[src/rtl/serial_sub.sv]
// Bit-serial subtractor: one full-subtractor cell and a borrow flop, LSB first.
// Computes a - b - bin over WIDTH clocks and publishes diff/bout/ovf on completion.
module serial_sub #(
  parameter int WIDTH = 8
) (
  input  logic             clk,
  input  logic             rst,
  input  logic             start,
  input  logic [WIDTH-1:0] a,
  input  logic [WIDTH-1:0] b,
  input  logic             bin,
  output logic             busy,
  output logic             done,
  output logic [WIDTH-1:0] diff,
  output logic             bout,
  output logic             ovf
);

  localparam int CW = (WIDTH > 2) ? $clog2(WIDTH) : 1;

  typedef enum logic [1:0] {
    IDLE  = 2'd0,
    SHIFT = 2'd1,
    DONE  = 2'd2
  } state_t;

  state_t         state_r;
  state_t         state_nx_s;
  logic [WIDTH-1:0] a_r;
  logic [WIDTH-1:0] b_r;
  logic           brw_r;
  logic [CW-1:0]  cnt_r;
  logic           accept_s;
  logic           last_bit_s;
  logic           d_bit_s;
  logic           brw_nx_s;

  assign accept_s   = start && (state_r != SHIFT);
  assign last_bit_s = (cnt_r == CW'(WIDTH - 1));
  assign d_bit_s    = a_r[0] ^ b_r[0] ^ brw_r;
  assign brw_nx_s   = (~a_r[0] & b_r[0]) | (~(a_r[0] ^ b_r[0]) & brw_r);

  // State register
  always_ff @(posedge clk) begin
    if (rst) begin
      state_r <= IDLE;
    end else begin
      state_r <= state_nx_s;
    end
  end

  // Next-state decode
  always_comb begin
    state_nx_s = state_r;
    case (state_r)
      IDLE: begin
        if (start) state_nx_s = SHIFT;
        else       state_nx_s = IDLE;
      end
      SHIFT: begin
        if (last_bit_s) state_nx_s = DONE;
        else            state_nx_s = SHIFT;
      end
      DONE: begin
        if (start) state_nx_s = SHIFT;
        else       state_nx_s = IDLE;
      end
      default: state_nx_s = IDLE;
    endcase
  end

  // Datapath: the minuend register doubles as the result shift register,
  // taking each difference bit in at the top as its operand bit leaves the bottom.
  always_ff @(posedge clk) begin
    if (rst) begin
      a_r   <= {WIDTH{1'b0}};
      b_r   <= {WIDTH{1'b0}};
      brw_r <= 1'b0;
      cnt_r <= {CW{1'b0}};
      busy  <= 1'b0;
      done  <= 1'b0;
      diff  <= {WIDTH{1'b0}};
      bout  <= 1'b0;
      ovf   <= 1'b0;
    end else begin
      busy <= (state_nx_s == SHIFT);
      done <= (state_nx_s == DONE);
      if (accept_s) begin
        a_r   <= a;
        b_r   <= b;
        brw_r <= bin;
        cnt_r <= {CW{1'b0}};
      end else if (state_r == SHIFT) begin
        a_r   <= {d_bit_s, a_r[WIDTH-1:1]};
        b_r   <= {1'b0, b_r[WIDTH-1:1]};
        brw_r <= brw_nx_s;
        cnt_r <= cnt_r + CW'(1);
        // brw_r is the borrow into the MSB here, brw_nx_s the borrow out of it
        if (last_bit_s) begin
          diff <= {d_bit_s, a_r[WIDTH-1:1]};
          bout <= brw_nx_s;
          ovf  <= brw_r ^ brw_nx_s;
        end
      end
    end
  end

endmodule

[config.mk]
export PLATFORM = sky130hd
export DESIGN_NAME = serial_sub
export DESIGN_NICKNAME = d
export VERILOG_FILES = /design/src/rtl/serial_sub.sv
export SDC_FILE = /design/constraint.sdc
export NUM_CORES = 1
export LEC_CHECK = 0
export ABC_AREA = 1
export ABC_CLOCK_PERIOD_IN_PS = 1500
export CORE_MARGIN = 3
export CORE_UTILIZATION = 49
export DETAILED_ROUTE_END_ITERATION = 16
export HOLD_SLACK_MARGIN = 0.1
export PLACE_DENSITY = 0.79
export RECOVER_POWER = 25
export SLEW_MARGIN = 20
export SYNTH_ARGS = -nofsm -noshare
export SYNTH_HDL_FRONTEND = slang
export SYNTH_SLANG_ARGS = --single-unit
[constraint.sdc]
create_clock -name clk -period 1.5 [get_ports clk]
set_input_delay 0.3 -clock clk [delete_from_list [all_inputs] [get_ports clk]]
set_output_delay 0.3 -clock clk [all_outputs]
set_load 0.05 [all_outputs]
# After elaboration in Yosys (flattened, before gate mapping)
# Cells that the tools add are included.
# W data, S select, Z words.
[op_classes] n_shift=0 n_lt_le_gt_ge=0 bitwise_logic=9 n_addsub=1 n_mux=9 div_mod_pow=0 n_reduce_logical=6 multipliers=0 eq_ne=6
[op_table] op="$mux W8" count=4
[op_table] op="$eq A2 B1 Y1 const B" count=2
[op_table] op="$eq A2 B2 Y1 const B" count=2
[op_table] op="$pmux W2 S2" count=1
[op_table] op="$reduce_or A2 Y1" count=2
[op_table] op="$add A3 B1 Y3 const B" count=1
[op_table] op="$eq A3 B3 Y1 const B" count=1
[op_table] op="$mux W1" count=3
[op_table] op="$not A1 Y1" count=3
[op_table] op="$reduce_and A3 Y1" count=1
[op_table] op="$xor A1 B1 Y1" count=3
[op_table] op="$and A1 B1 Y1" count=2
[op_table] op="$logic_not A2 Y1" count=1
[op_table] op="$mux W2" count=1
[op_table] op="$ne A2 B1 Y1 const B" count=1
[op_table] op="$reduce_bool A2 Y1" count=1
[op_table] op="$logic_and A1 B1 Y1" count=1
[op_table] op="$or A1 B1 Y1" count=1
[totals] rom_bits=0 latch_bits=0 n_memories=0 regBits=34 output_inout_bits=12 inputBits=20 ramBits=0

# Depth between registers and ports, before layout
[logic_depth] depth_word=6 depth_mapped=8 depth_no_buf=8

# Worst setup path after synthesis
# No wires, ideal clock.
[synth_path] kind="reg2reg" startpoint="reg cnt_r[0]" endpoint="reg diff[0]" slack_ps=240 synth_period_minus_slack_ps=1260 stages_incl_launch_ff=9 t_arrival_ps=1146 n_path_buf=0 path_cell_list="dfxtp_1 ha_1 ha_1 inv_1 nor2_1 nand2_1 clkinv_1 nand2_1 nand2_1"
[synth_between] elab_chain_len=2
[synth_lines] element="start: declaration" line_no="32" text="logic [CW-1:0] cnt_r;"
[synth_lines] element="start signal: assignment" line_no="79" text="cnt_r <= {CW{1'b0}};"
[synth_lines] element="start signal: assignment" line_no="92" text="cnt_r <= {CW{1'b0}};"
[synth_lines] element="start signal: assignment" line_no="97" text="cnt_r <= cnt_r + CW'(1);"
[synth_lines] element="$eq A3 B3 Y1" line_no="39" text="assign last_bit_s = (cnt_r == CW'(WIDTH - 1));"
[synth_lines] element="$reduce_and A3 Y1 (no line)"
[synth_lines] element="end signal: assignment" line_no="82" text="diff <= {WIDTH{1'b0}};"
[synth_lines] element="end signal: assignment" line_no="100" text="diff <= {d_bit_s, a_r[WIDTH-1:1]};"
[synth_lines] element="end: declaration" line_no="14" text="output logic [WIDTH-1:0] diff,"
# Every way passes these cells.
# A chain may end at the register's enable or synchronous reset.

# Final worst setup path
[layout_path] startpoint="reg cnt_r[0]" endpoint="reg bout"
[layout_between] elab_chain_len=2
[layout_lines] element="$eq A3 B3 Y1" line_no="39"
[layout_lines] element="$reduce_and A3 Y1 (no line)"
[layout_lines] element="end signal: assignment" line_no="101" text="bout <= brw_nx_s;"
[layout_lines] element="end: declaration" line_no="15" text="output logic bout,"
# Every way passes these cells.

==> results.md <==
* Worst-path maximum fanout at 3
* Drt pass-1 iters at 4
* Seq/Total Area, Yosys at 0.458
* Max Cap Viol at 0
* Synth Net Count at roughly 230
* CP most frequent cell: ha_1
* Routability cong. at 0.820
* Core Box Area at 0.00283 mm²
* Clock Tree Root: clkbuf_4
* Worst-case clock skew at 0.00845 ns
* PortBufs at 31
* Final hold slack at ~0.47 ns
* Period utilisation layout at 0.934
* Worst slew pin tran at between 0.5 and 0.6 ns
* YS warnings at 0
* Sequential Power Share at 0.559
* Crit path max-delay family: flip-flops
* TritonCTS clock tree: done
* Met2 Track Usage GR at 0.319
* Critical path cell sequence: ha_1 -> ha_1 -> inv_1 -> nor2_1 -> nand2_2 -> buf_4 -> o21ai_0
* Antenna cells at 0
* Initial DRC count at 34
* Post-route minimum period at ~1.4 ns
* R2R Setup Slk at 0.1 ns
* Die X at 61.1 µm
* Hold Path End: diff[6]
* Post-synthesis register bit count at 34
* Drt total wl at slightly above 3000 µm
* Worst IR Drop VDD at between 0.6 and 0.7 mV
* Number of buffers added for setup after CTS at 0
* Max-slew violation count at 0
* Power Dens Cells at just over 900 mW/mm²
* R2R depth at 7
* DRC Markers at 0
* Via density at between 4 and 5
* CTS Buffer Depth at 2
* Avg Cell Area, Syn at a little over 7 µm²
* Num Clock Sinks at 34
* Area leader, netlist: dfxtp_1
* Synth area leaders: dfxtp_1 (46%), nand3_1 (20%), nand2_1 (15%), inv_1 (5.6%), buf_4 (2.5%)
* Switching Fraction at 0.256
* Required time of the critical path at ~1.8 ns
* H-tree Lvls at 2
* Largest net degree at the start of global routing at 19
* Post-CTS Resized at 0
* Status: finished, final reports clean
* Switching power total at 0.442 mW
* RSZ-0062 raised after global routing: no
* Grt ovf at 0
* CP peak stage delay at about 0.38 ns
* Hold Crit Depth at 2
* Slowest cell on crit path: dfxtp_1
* Yosys cell types at 20
* Wire length per cell at around 11 µm
* Final setup viols at 0
* Detailed Place HPWL at about 2300 µm
* Crit Reg-Reg Endpoint: bout
* IO Count at 32
* Synthesized area at roughly 0.0015 mm²
* Gr usage total at 0.181
* R2R Path Start: cnt_r[0]
* P_int at ~1.3 mW
* Clk pwr share at 0.295
* GR Layer Usage met3 at 0.0377
* Routing usage on met1 at 0.214
* Hold-fix buffers at CTS at 0
* Skew-Pair Late Insertion Delay at between 0.3 and 0.4 ns
* Routed via count at approximately 1400
* Leak pwr at 0.964 nW
* TritonCTS Buffers at 5
* CP Buf/Inv Count at 2
* Initial antenna violation count at 0
* Clock transition at path regs at about 0.10 ns
* Crit end category: register
* WP data arrival at between 1.5 and 2 ns
* Startpoint types: register
* Kind of critical path: reg2reg
* Comb pwr share at 0.147
* Initial Utilization at 0.525
* Share of layout cells above drive strength 1 at 0.147
* Area of the die at 0.00373 mm²
* Fin nets at around 270
* Final antenna-violating net count at 0
* Global-route wire length before repair at between 5000 and 6000 µm
* Hold Vio Cnt, Final at 0
* Synth top area share at 0.458
* Setup TNS Final at 0 ns
* Final core occ at 0.671
* Relative slew margins at 0.628
* Die outline height at 61.1 µm
* Area delta synth->final at 27.7%
* Vias in the first global route at ~1300
* Hold crit path type: reg2reg
* Fmax at just over 700 MHz
* Hold path startpoint: diff[6]
* Core Rows at 19
* Grt peak-use layer: met2
* Cells after Synth at ~210
## worst min-delay path: cells and delay by family (launching register included)
kind / cells / cell delay, ns
flip-flops: 1 / 0.32
AND/OR/NAND/NOR: 2 / 0.12
## synthesized netlist by cell type (all sizes together)
library cell  instances
xor2                  1
a21oi                 6
fa                    1
buf                  10
nand3                59
clkinv                1
nand2                59
dfxtp                34
inv                  25
nor2                  4
ha                    2
o21ai                 3
clkbuf                1
## cell usage in the layout (no fill, tap or decap)
| master | count |
|---|---|
| nor2_2 | 1 |
| clkbuf_4 | 5 |
| clkdlybuf4s50_1 | 19 |
| clkbuf_1 | 1 |
| dfxtp_1 | 34 |
| clkbuf_8 | 1 |
| nand2_2 | 2 |
| clkinv_2 | 1 |
| buf_12 | 3 |
| fa_1 | 1 |
| clkinvlp_4 | 2 |
| inv_1 | 23 |
| inv_2 | 2 |
| nand3_1 | 59 |
| nand2_1 | 57 |
| ha_1 | 2 |
| buf_4 | 10 |
| clkbuf_2 | 9 |
| xor2_1 | 1 |
| o21ai_1 | 1 |
| nor2_1 | 3 |
| a21oi_1 | 6 |
| o21ai_0 | 2 |
## cell type report
cell class / instances / area, µm²
tap: 31 / 38.8
timing repair buffer: 41 / 370
timing repair inverter: 1 / 7.51
inverter: 26 / 101
multi-input combinational: 135 / 638
clock inverter: 1 / 5.00
sequential: 34 / 681
clock buffer: 7 / 55.1
fill: 256 / 932
## registers in the layout, summed over array words and instances (netlist names)
register / cells
b_r: 8
brw_r: 1
done: 1
bout: 1
a_r: 8
cnt_r: 3
diff: 8
ovf: 1
state_r: 2
busy: 1
## routing by layer
layer  up-vias  routed length (µm)
li1        735                   -
met1       608                1390
met2        27                1500
met3         6                 128
met4         0                  46
met5         -                   0
## worst max path at each step
| stage | startpoint | endpoint | slack [ns] | cells after the start |
|---|---|---|---|---|
| after floorplan | cnt_r[0] | diff[0] | 0.24 | 8 |
| after global placement | rst | diff[6] | 0.08 | 6 |
| after detailed placement | rst | diff[7] | 0.04 | 6 |
| after CTS | cnt_r[0] | diff[7] | 0.06 | 8 |
| after global routing | cnt_r[0] | diff[2] | 0.01 | 8 |
| final | cnt_r[0] | bout | 0.1 | 7 |
## cell families after synthesis
group,after synthesis,share of synthesized area
AND/OR/NAND/NOR,122,0.361
buffers and inverters,37,0.114
flip-flops,34,0.458
AO/OA/AOI/OAI,9,0.0303
adder cells (fa/ha/maj),3,0.0303
XOR/XNOR,1,0.00590
## power by group through the flow
| stage | Clock, mW | Combinational (mW) | Sequential (mW) |
|---|---|---|---|
| floorplan | 0 | 0.161 | 0.987 |
| detailed placement | 0 | 0.261 | 0.986 |
| CTS | 0.522 | 0.262 | 0.965 |
| global placement | 0 | 0.256 | 0.985 |
| finish | 0.509 | 0.253 | 0.964 |
| global route | 0.554 | 0.283 | 0.970 |
## stage by stage
stage / total power [mW] / worst slack (ns) / cells / area (µm²)
2_1_floorplan: 1.15 / 0.240 / 206 / 1490
3_3_place_gp: 1.24 / 0.0797 / 267 / 1960
3_5_place_dp: 1.25 / 0.0406 / 267 / 1960
4_1_cts: 1.75 / 0.0553 / 275 / 2020
5_1_grt: 1.81 / 0.0122 / 276 / 1900
6_report: 1.73 / 0.0995 / 276 / 1900
Note: power is estimated with default switching activity, not from simulation.
